`src/rtl/divider_controller.sv`:
```
// Programmable clock-enable generator: one-cycle tick on the last cycle of each period plus a divided square wave.
// Latency: start is seen one cycle after enable is sampled; ratio and stop requests take effect on the next period boundary.
// Backpressure: cfg_ready drops while a ratio is pending mid-period and returns in the cycle after the boundary that applies it.
module divider_controller #(
    parameter int DIV_W       = 16,
    parameter int DEFAULT_DIV = 100
) (
    input  logic             clk_in,
    input  logic             rst,
    input  logic             enable,
    input  logic             cfg_valid,
    input  logic [DIV_W-1:0] cfg_div,
    output logic             cfg_ready,
    output logic             cfg_err,
    output logic             tick,
    output logic             clk_out,
    output logic [DIV_W-1:0] cur_div,
    output logic             running
);

    typedef enum logic [1:0] {
        STOPPED = 2'd0,
        RUN     = 2'd1,
        DRAIN   = 2'd2
    } state_t;

    localparam logic [DIV_W-1:0] DIV_DEF = DIV_W'(DEFAULT_DIV);
    localparam logic [DIV_W-1:0] DIV_ONE = DIV_W'(1);
    localparam logic [DIV_W-1:0] DIV_TWO = DIV_W'(2);

    state_t           state;
    state_t           state_n;
    logic [DIV_W-1:0] p;
    logic [DIV_W-1:0] p_n;
    logic [DIV_W-1:0] cur_div_n;
    logic [DIV_W-1:0] pend_div;
    logic [DIV_W-1:0] pend_div_n;
    logic             cfg_ready_n;
    logic             cfg_err_n;
    logic             xfer;
    logic             cfg_ok;
    logic             boundary;
    logic             run_n;

    // cfg_ready low is the only record of a pending ratio; it clears whenever pend_div is consumed.
    always_comb begin
        xfer        = cfg_valid && cfg_ready;
        cfg_ok      = (cfg_div >= DIV_TWO);
        boundary    = (state != STOPPED) && (p == (cur_div - DIV_ONE));
        state_n     = state;
        p_n         = p;
        cur_div_n   = cur_div;
        pend_div_n  = pend_div;
        cfg_ready_n = cfg_ready;
        cfg_err_n   = xfer && !cfg_ok;

        case (state)
            STOPPED: begin
                p_n = '0;
                if (xfer && cfg_ok) begin
                    cur_div_n = cfg_div;
                end
                if (enable) begin
                    state_n = RUN;
                end
            end
            RUN, DRAIN: begin
                if (boundary) begin
                    p_n     = '0;
                    state_n = enable ? RUN : STOPPED;
                    if (!cfg_ready) begin
                        cur_div_n   = pend_div;
                        cfg_ready_n = 1'b1;
                    end else if (xfer && cfg_ok) begin
                        // A ratio arriving on the boundary misses this one; when stopping there is no later boundary.
                        if (enable) begin
                            pend_div_n  = cfg_div;
                            cfg_ready_n = 1'b0;
                        end else begin
                            cur_div_n = cfg_div;
                        end
                    end
                end else begin
                    p_n     = p + DIV_ONE;
                    state_n = enable ? RUN : DRAIN;
                    if (xfer && cfg_ok) begin
                        pend_div_n  = cfg_div;
                        cfg_ready_n = 1'b0;
                    end
                end
            end
            default: begin
                state_n = STOPPED;
                p_n     = '0;
            end
        endcase

        run_n = (state_n != STOPPED);
    end

    always_ff @(posedge clk_in) begin
        if (!rst) begin
            state     <= STOPPED;
            p         <= '0;
            cur_div   <= DIV_DEF;
            pend_div  <= '0;
            cfg_ready <= 1'b1;
            cfg_err   <= 1'b0;
            tick      <= 1'b0;
            clk_out   <= 1'b0;
            running   <= 1'b0;
        end else begin
            state     <= state_n;
            p         <= p_n;
            cur_div   <= cur_div_n;
            pend_div  <= pend_div_n;
            cfg_ready <= cfg_ready_n;
            cfg_err   <= cfg_err_n;
            tick      <= run_n && (p_n == (cur_div_n - DIV_ONE));
            clk_out   <= run_n && (p_n < (cur_div_n >> 1));
            running   <= run_n;
        end
    end

endmodule

```
`config.mk`:
```
export PLATFORM = sky130hd
export DESIGN_NAME = divider_controller
export DESIGN_NICKNAME = d
export VERILOG_FILES = /design/src/rtl/divider_controller.sv
export SDC_FILE = /design/constraint.sdc
export NUM_CORES = 1
export LEC_CHECK = 0
export ABC_CLOCK_PERIOD_IN_PS = 5600
export BUFFER_PORTS_ARGS = -buffer_cell sky130_fd_sc_hd__buf_2
export CAP_MARGIN = 0
export CORE_MARGIN = 10
export CORE_UTILIZATION = 50
export CTS_BUF_LIST = sky130_fd_sc_hd__clkbuf_8
export DETAILED_ROUTE_END_ITERATION = 10
export PLACE_DENSITY = 0.68
export SETUP_SLACK_MARGIN = 0.1
export SLEW_MARGIN = 20
export SYNTH_ARGS = -nofsm -noshare
export SYNTH_HDL_FRONTEND = slang
export SYNTH_SLANG_ARGS = --single-unit
```
`constraint.sdc`:
```
create_clock -name clk_in -period 5.6 [get_ports clk_in]
set_input_delay 1.12 -clock clk_in [delete_from_list [all_inputs] [get_ports clk_in]]
set_output_delay 1.12 -clock clk_in [all_outputs]
set_load 0.005 [all_outputs]
```
After elaboration in Yosys (flattened, before gate mapping)
Cells that the tools add are included.
{"block": "word_totals", "register_bits": 55, "out_inout_bits": 21}
{"block": "classes", "add_sub_neg": 3, "eq_ne": 6, "magnitude_cmp": 2, "reduce_logical": 14, "mux": 23}
{"op": "$mux W16", "count": 12}
{"op": "$eq A16 B16 Y1", "count": 2}
{"op": "$pmux W16 S2", "count": 1}
{"op": "$sub A16 B1 Y16 const B", "count": 2}
{"op": "$add A16 B1 Y16 const B", "count": 1}
{"op": "$ge A16 B2 Y1 const B", "count": 1}
{"op": "$lt A16 B15 Y1", "count": 1}
{"op": "$logic_and A1 B1 Y1", "count": 6}
{"op": "$mux W1", "count": 6}
{"op": "$mux W2", "count": 3}
{"op": "$reduce_bool A2 Y1", "count": 3}
{"op": "$ne A2 B2 Y1 const B", "count": 2}
{"op": "$pmux W2 S2", "count": 1}
{"op": "$reduce_and A4 Y1", "count": 1}
{"op": "$eq A2 B1 Y1 const B", "count": 1}
{"op": "$eq A2 B2 Y1 const B", "count": 1}
{"op": "$logic_not A2 Y1", "count": 1}
{"op": "$reduce_and A2 Y1", "count": 1}
{"op": "$reduce_or A2 Y1", "count": 1}
{"op": "$logic_not A1 Y1", "count": 1}

Longest topological paths before layout
{"block": "logic_depth", "word_depth": 9, "mapped_depth": 19, "mapped_depth_nobuf": 16}

Worst setup path before layout
No wires, ideal clock.
{"block": "synth_path", "kind": "flip-flop to flip-flop", "from": "reg cur_div[0]", "to": "reg clk_out", "stages_incl_launch_ff": 20, "arrival_ns": 4.583, "slack_ns": 0.903, "synth_period_minus_slack_ns": 4.697, "path_cell_list": "dfxtp_1 clkbuf_1 inv_1 ha_1 nor4b_1 nand4_1 xnor2_1 or4_1 buf_2 o31ai_4 buf_2 buf_1 nor2_1 ha_1 a21o_1 a21oi_1 nor3_1 a211oi_1 o21ai_0 a2111oi_0"}
{"block": "synth_between", "elab_chain_len": 7, "word_cells_on_any_way": 12, "cone_classes": "add/sub: 1; order compare: 1; eq/ne: 1; mux: 6; reduce/logical: 3"}
{"item": "start, declared", "line": "17", "source": "output logic [DIV_W-1:0] cur_div,"}
{"item": "start signal, assigned", "line": "115", "source": "cur_div <= cur_div_n;"}
{"item": "$sub A16 B1 Y16", "line": "49", "source": "boundary = (state != STOPPED) && (p == (cur_div - DIV_ONE));"}
{"item": "$eq A16 B16 Y1", "line": "49"}
{"item": "$logic_and A1 B1 Y1", "line": "49"}
{"item": "$mux W16", "line": "68", "source": "if (boundary) begin"}
{"item": "$mux W16", "line": "57", "source": "case (state)"}
{"item": "named net p_n[6]", "line": "34", "source": "logic [DIV_W-1:0] p_n;"}
{"item": "$lt A16 B15 Y1", "line": "120", "source": "clk_out <= run_n && (p_n < (cur_div_n >> 1));"}
{"item": "$logic_and A1 B1 Y1", "line": "120"}
{"item": "end signal, assigned", "line": "120"}
{"item": "end, declared", "line": "16", "source": "output logic clk_out,"}
The timed path passes the listed nets, and every way through them passes these cells.
A chain may end at the register's enable or synchronous reset.

Worst setup path in the final report
{"block": "layout_path", "from": "in cfg_div[7]", "to": "reg clk_out"}
{"block": "layout_between", "elab_chain_len": 8, "word_cells_on_any_way": 10, "cone_classes": "order compare: 2; mux: 6; reduce/logical: 2"}
{"item": "start, declared", "line": "12", "source": "input logic [DIV_W-1:0] cfg_div,"}
{"item": "$ge A16 B2 Y1", "line": "48", "source": "cfg_ok = (cfg_div >= DIV_TWO);"}
{"item": "$logic_and A1 B1 Y1", "line": "60, 74"}
{"item": "$mux W16", "line": "74", "source": "end else if (xfer && cfg_ok) begin"}
{"item": "$mux W16", "line": "71", "source": "if (!cfg_ready) begin"}
{"item": "$mux W16", "line": "68"}
{"item": "$pmux W16 S2 (*)", "line": "57"}
{"item": "$lt A16 B15 Y1 (*)", "line": "120"}
{"item": "$logic_and A1 B1 Y1 (*)", "line": "120"}
Mark *: on every way between the ends. The rest lies on a longest branch, timed or not.

==> impl_metrics.toml <==
[outcome]
status = "finished clean"

[placed_design]
numPortBuffers = 40
dpl_worst_slack_ps = 323.4
place_area_um2 = 5010
hpwl_um = 13050
place.gp.congestion = 1.008

[yosys]
synth_cell_types = 74
synth_top_area_share_pct = 23.52
netlist_top_cells_area = "dfxtp_1 (24%), nor2_1 (6.0%), ha_1 (5.1%)"
yosys_warnings = 0
synth_fp_nets = 660
synth_common_cells = "nor2_1 (75), nand2_1 (63), dfxtp_1 (55)"
synthCells = 621
synth_ff_type = "dfxtp_1"
async_flop_share_pct = 0
ys_ff_latch = 55
yosys.area.top_type = "dfxtp_1"
ys_seq_area_share_pct = 23.52
syn_area_um2 = 4682
avgSynthCellArea_um2 = 7.539
synth_edf_count = 0
synth.most_common_cell = "nor2_1"

[timing]
finalSetupViolCount = 0
slew_headroom_pct = 42.40
timing.final.crit_share_pct = 92.21
rsz0062_at_grt = "no"
final-hold-violation-count = 0
skew_ps = 15.12
period_minus_slack_ps = 5163
worst_pin_slew_ps = 857.6
worst_slack_ps = 436.5
fin_tns_setup_ps = 0
final_max_slew_viol_count = 0
clock.fmax_mhz = 193.7
fin_hold_ws_ps = 459.8

[min_path]
min_path_type = "register to register"

[layout]
area_growth_pct = 9.808
drive_gt1_share_pct = 13.76
final_area_um2 = 5141
insertedDiodeCount = 0
nets = 685

[routing]
drcViolationCount = 0
via_count = 4966
wl_per_cell_um = 21.83
drt_iter0_drc = 370
firstDrtPassIters = 5
wirelength_um = 16550
avgViaCountPerCell = 6.551
ant_nets = 0

[worst_setup_path]
r2r_setup_slack_ps = 500
worstPathCellList = "buf_2, nor4_1, and4_1, o21ai_0, a2111oi_0, nand4_1, o221a_2, ha_1, a21o_1, a21o_1, a21oi_1, nor3_1, a211oi_1, o21ai_0, a2111oi_0"
cp_slowest_stage_delay_ps = 670
cp_max_fo = 5
end_kind = "register"
path_class = "input port to register"
slowest_stage = "a2111oi_0"
crit_family = "compound AO/OA/AOI/OAI gates"
arrival_ps = 5350
critPathRequiredTime_ps = 5790
critPathLaunchType = "input port"
path_buf_inv = 1

[global_routing]
grt_pass1_vias = 4716
track_usage_pct = 24.35
antenna_found_initial = 0
overflow = 0
grt_max_degree = 23
grt_first_pass_wirelength_um = 25900

[floorplan]
die-width_um = 116.8
num_rows = 35
die-area_um2 = 13630
core_area_um2 = 9196
die-height_um = 116.8
io_pins = 41
start_util_pct = 50.91

[power]
leakage_uw = 0.002100
powerDensity_nw_per_um2 = 302.5
power.total_uw = 1555
ir_drop_uv = 141.7

[clocking]
clockBufferDepth = 2
cts_tree = "done"
clock_latency_ps = 310
cts_buffers = 5
clock-sinks = 55
cts_setup_buffers = 0
clk_pin_slew_ps = 100
ctsRootBufferMaster = "clkbuf_8"
htree_levels = 2

[flow_run]
drv_cap = 0
## flip-flops by register name (all words and copies together) (netlist names)
| register | count |
|---|---|
| cfg_ready | 1 |
| running | 1 |
| p | 16 |
| cur_div | 16 |
| clk_out | 1 |
| state | 2 |
| cfg_err | 1 |
| tick | 1 |
| pend_div | 16 |
## where the power goes
part	total (uW)	switching, uW	internal [uW]
logic	801	493	308
clock network	279	134	145
registers	475	51.0	424
total	1560	678	877
## worst paths after layout
kind / from / endpoint / cells after the start
hold reg to reg: pend_div[9] / pend_div[9] / 2
setup / recovery: cfg_div[7] / clk_out / 15
setup reg to reg: cur_div[10] / tick / 12
hold / removal: pend_div[9] / pend_div[9] / 2
## through the flow
step | utilization [%] | std cells
3_3_place_gp | 54.44 | 750
3_5_place_dp | 54.48 | 750
4_1_cts | 55.76 | 758
6_report | 55.90 | 758
5_1_grt | 55.90 | 758
2_1_floorplan | - | 621
## logic make-up after synthesis
group           share of synthesized area [%]
xor+xnor                                9.166
buf+inv                                 4.997
compound gates                          23.33
flops                                   23.52
mux                                     3.233
fa+ha+maj                               5.078
simple gates                            30.68
## cell usage in the layout, fill, tap and decap left out, drive strengths merged, types with 9 or more instances in the layout
master | Yosys | layout
a21o | 10 | 10
a2111oi | 9 | 9
nor3 | 25 | 25
xor2 | 25 | 25
inv | 17 | 17
nand2 | 63 | 63
nor4 | 17 | 17
and2 | 11 | 11
nand3 | 16 | 16
o21ai | 18 | 18
buf | 9 | 60
dfxtp | 55 | 55
xnor2 | 24 | 24
mux2i | 14 | 14
and3 | 11 | 11
ha | 19 | 19
a21oi | 36 | 36
nand4 | 15 | 15
nor2 | 75 | 75
## cell type report
class	count	area (um2)
fillers	879	4055
flip-flops and latches	55	1101
inverters	17	63.81
clock buffers	6	82.58
clock inverters	2	35.03
repair buffers	60	350.3
multi-input cells	507	3369
well taps	111	138.9
## worst register-to-register path: stages (launching register included)
cell and delay (ps):
dfxtp_1 480, nor4_1 730, nand4_1 200, xnor2_1 190
or4_1 670, o31ai_4 500, nand2b_4 130, a221oi_2 630
and3_1 310, nand3_1 120, or4b_1 540, a221oi_1 330
and4_1 230
## metal layers
metal | part of all wire, % | vias to the layer above | wire, um | track usage (%)
li1 | - | 2330 | - | -
met1 | 43 | 2361 | 7181 | 32.74
met2 | 45 | 234 | 7500 | 37.83
met3 | 8.0 | 41 | 1331 | 4.931
met4 | 3.2 | 0 | 531 | 8.237
met5 | 0 | - | 0 | 0
## timing repair
item | CTS | global route
hold buffers | 0 | 0
setup endpoints to repair | 0 | 1
gates resized for setup | 0 | 2
Note: power is estimated with default switching activity, not from simulation.
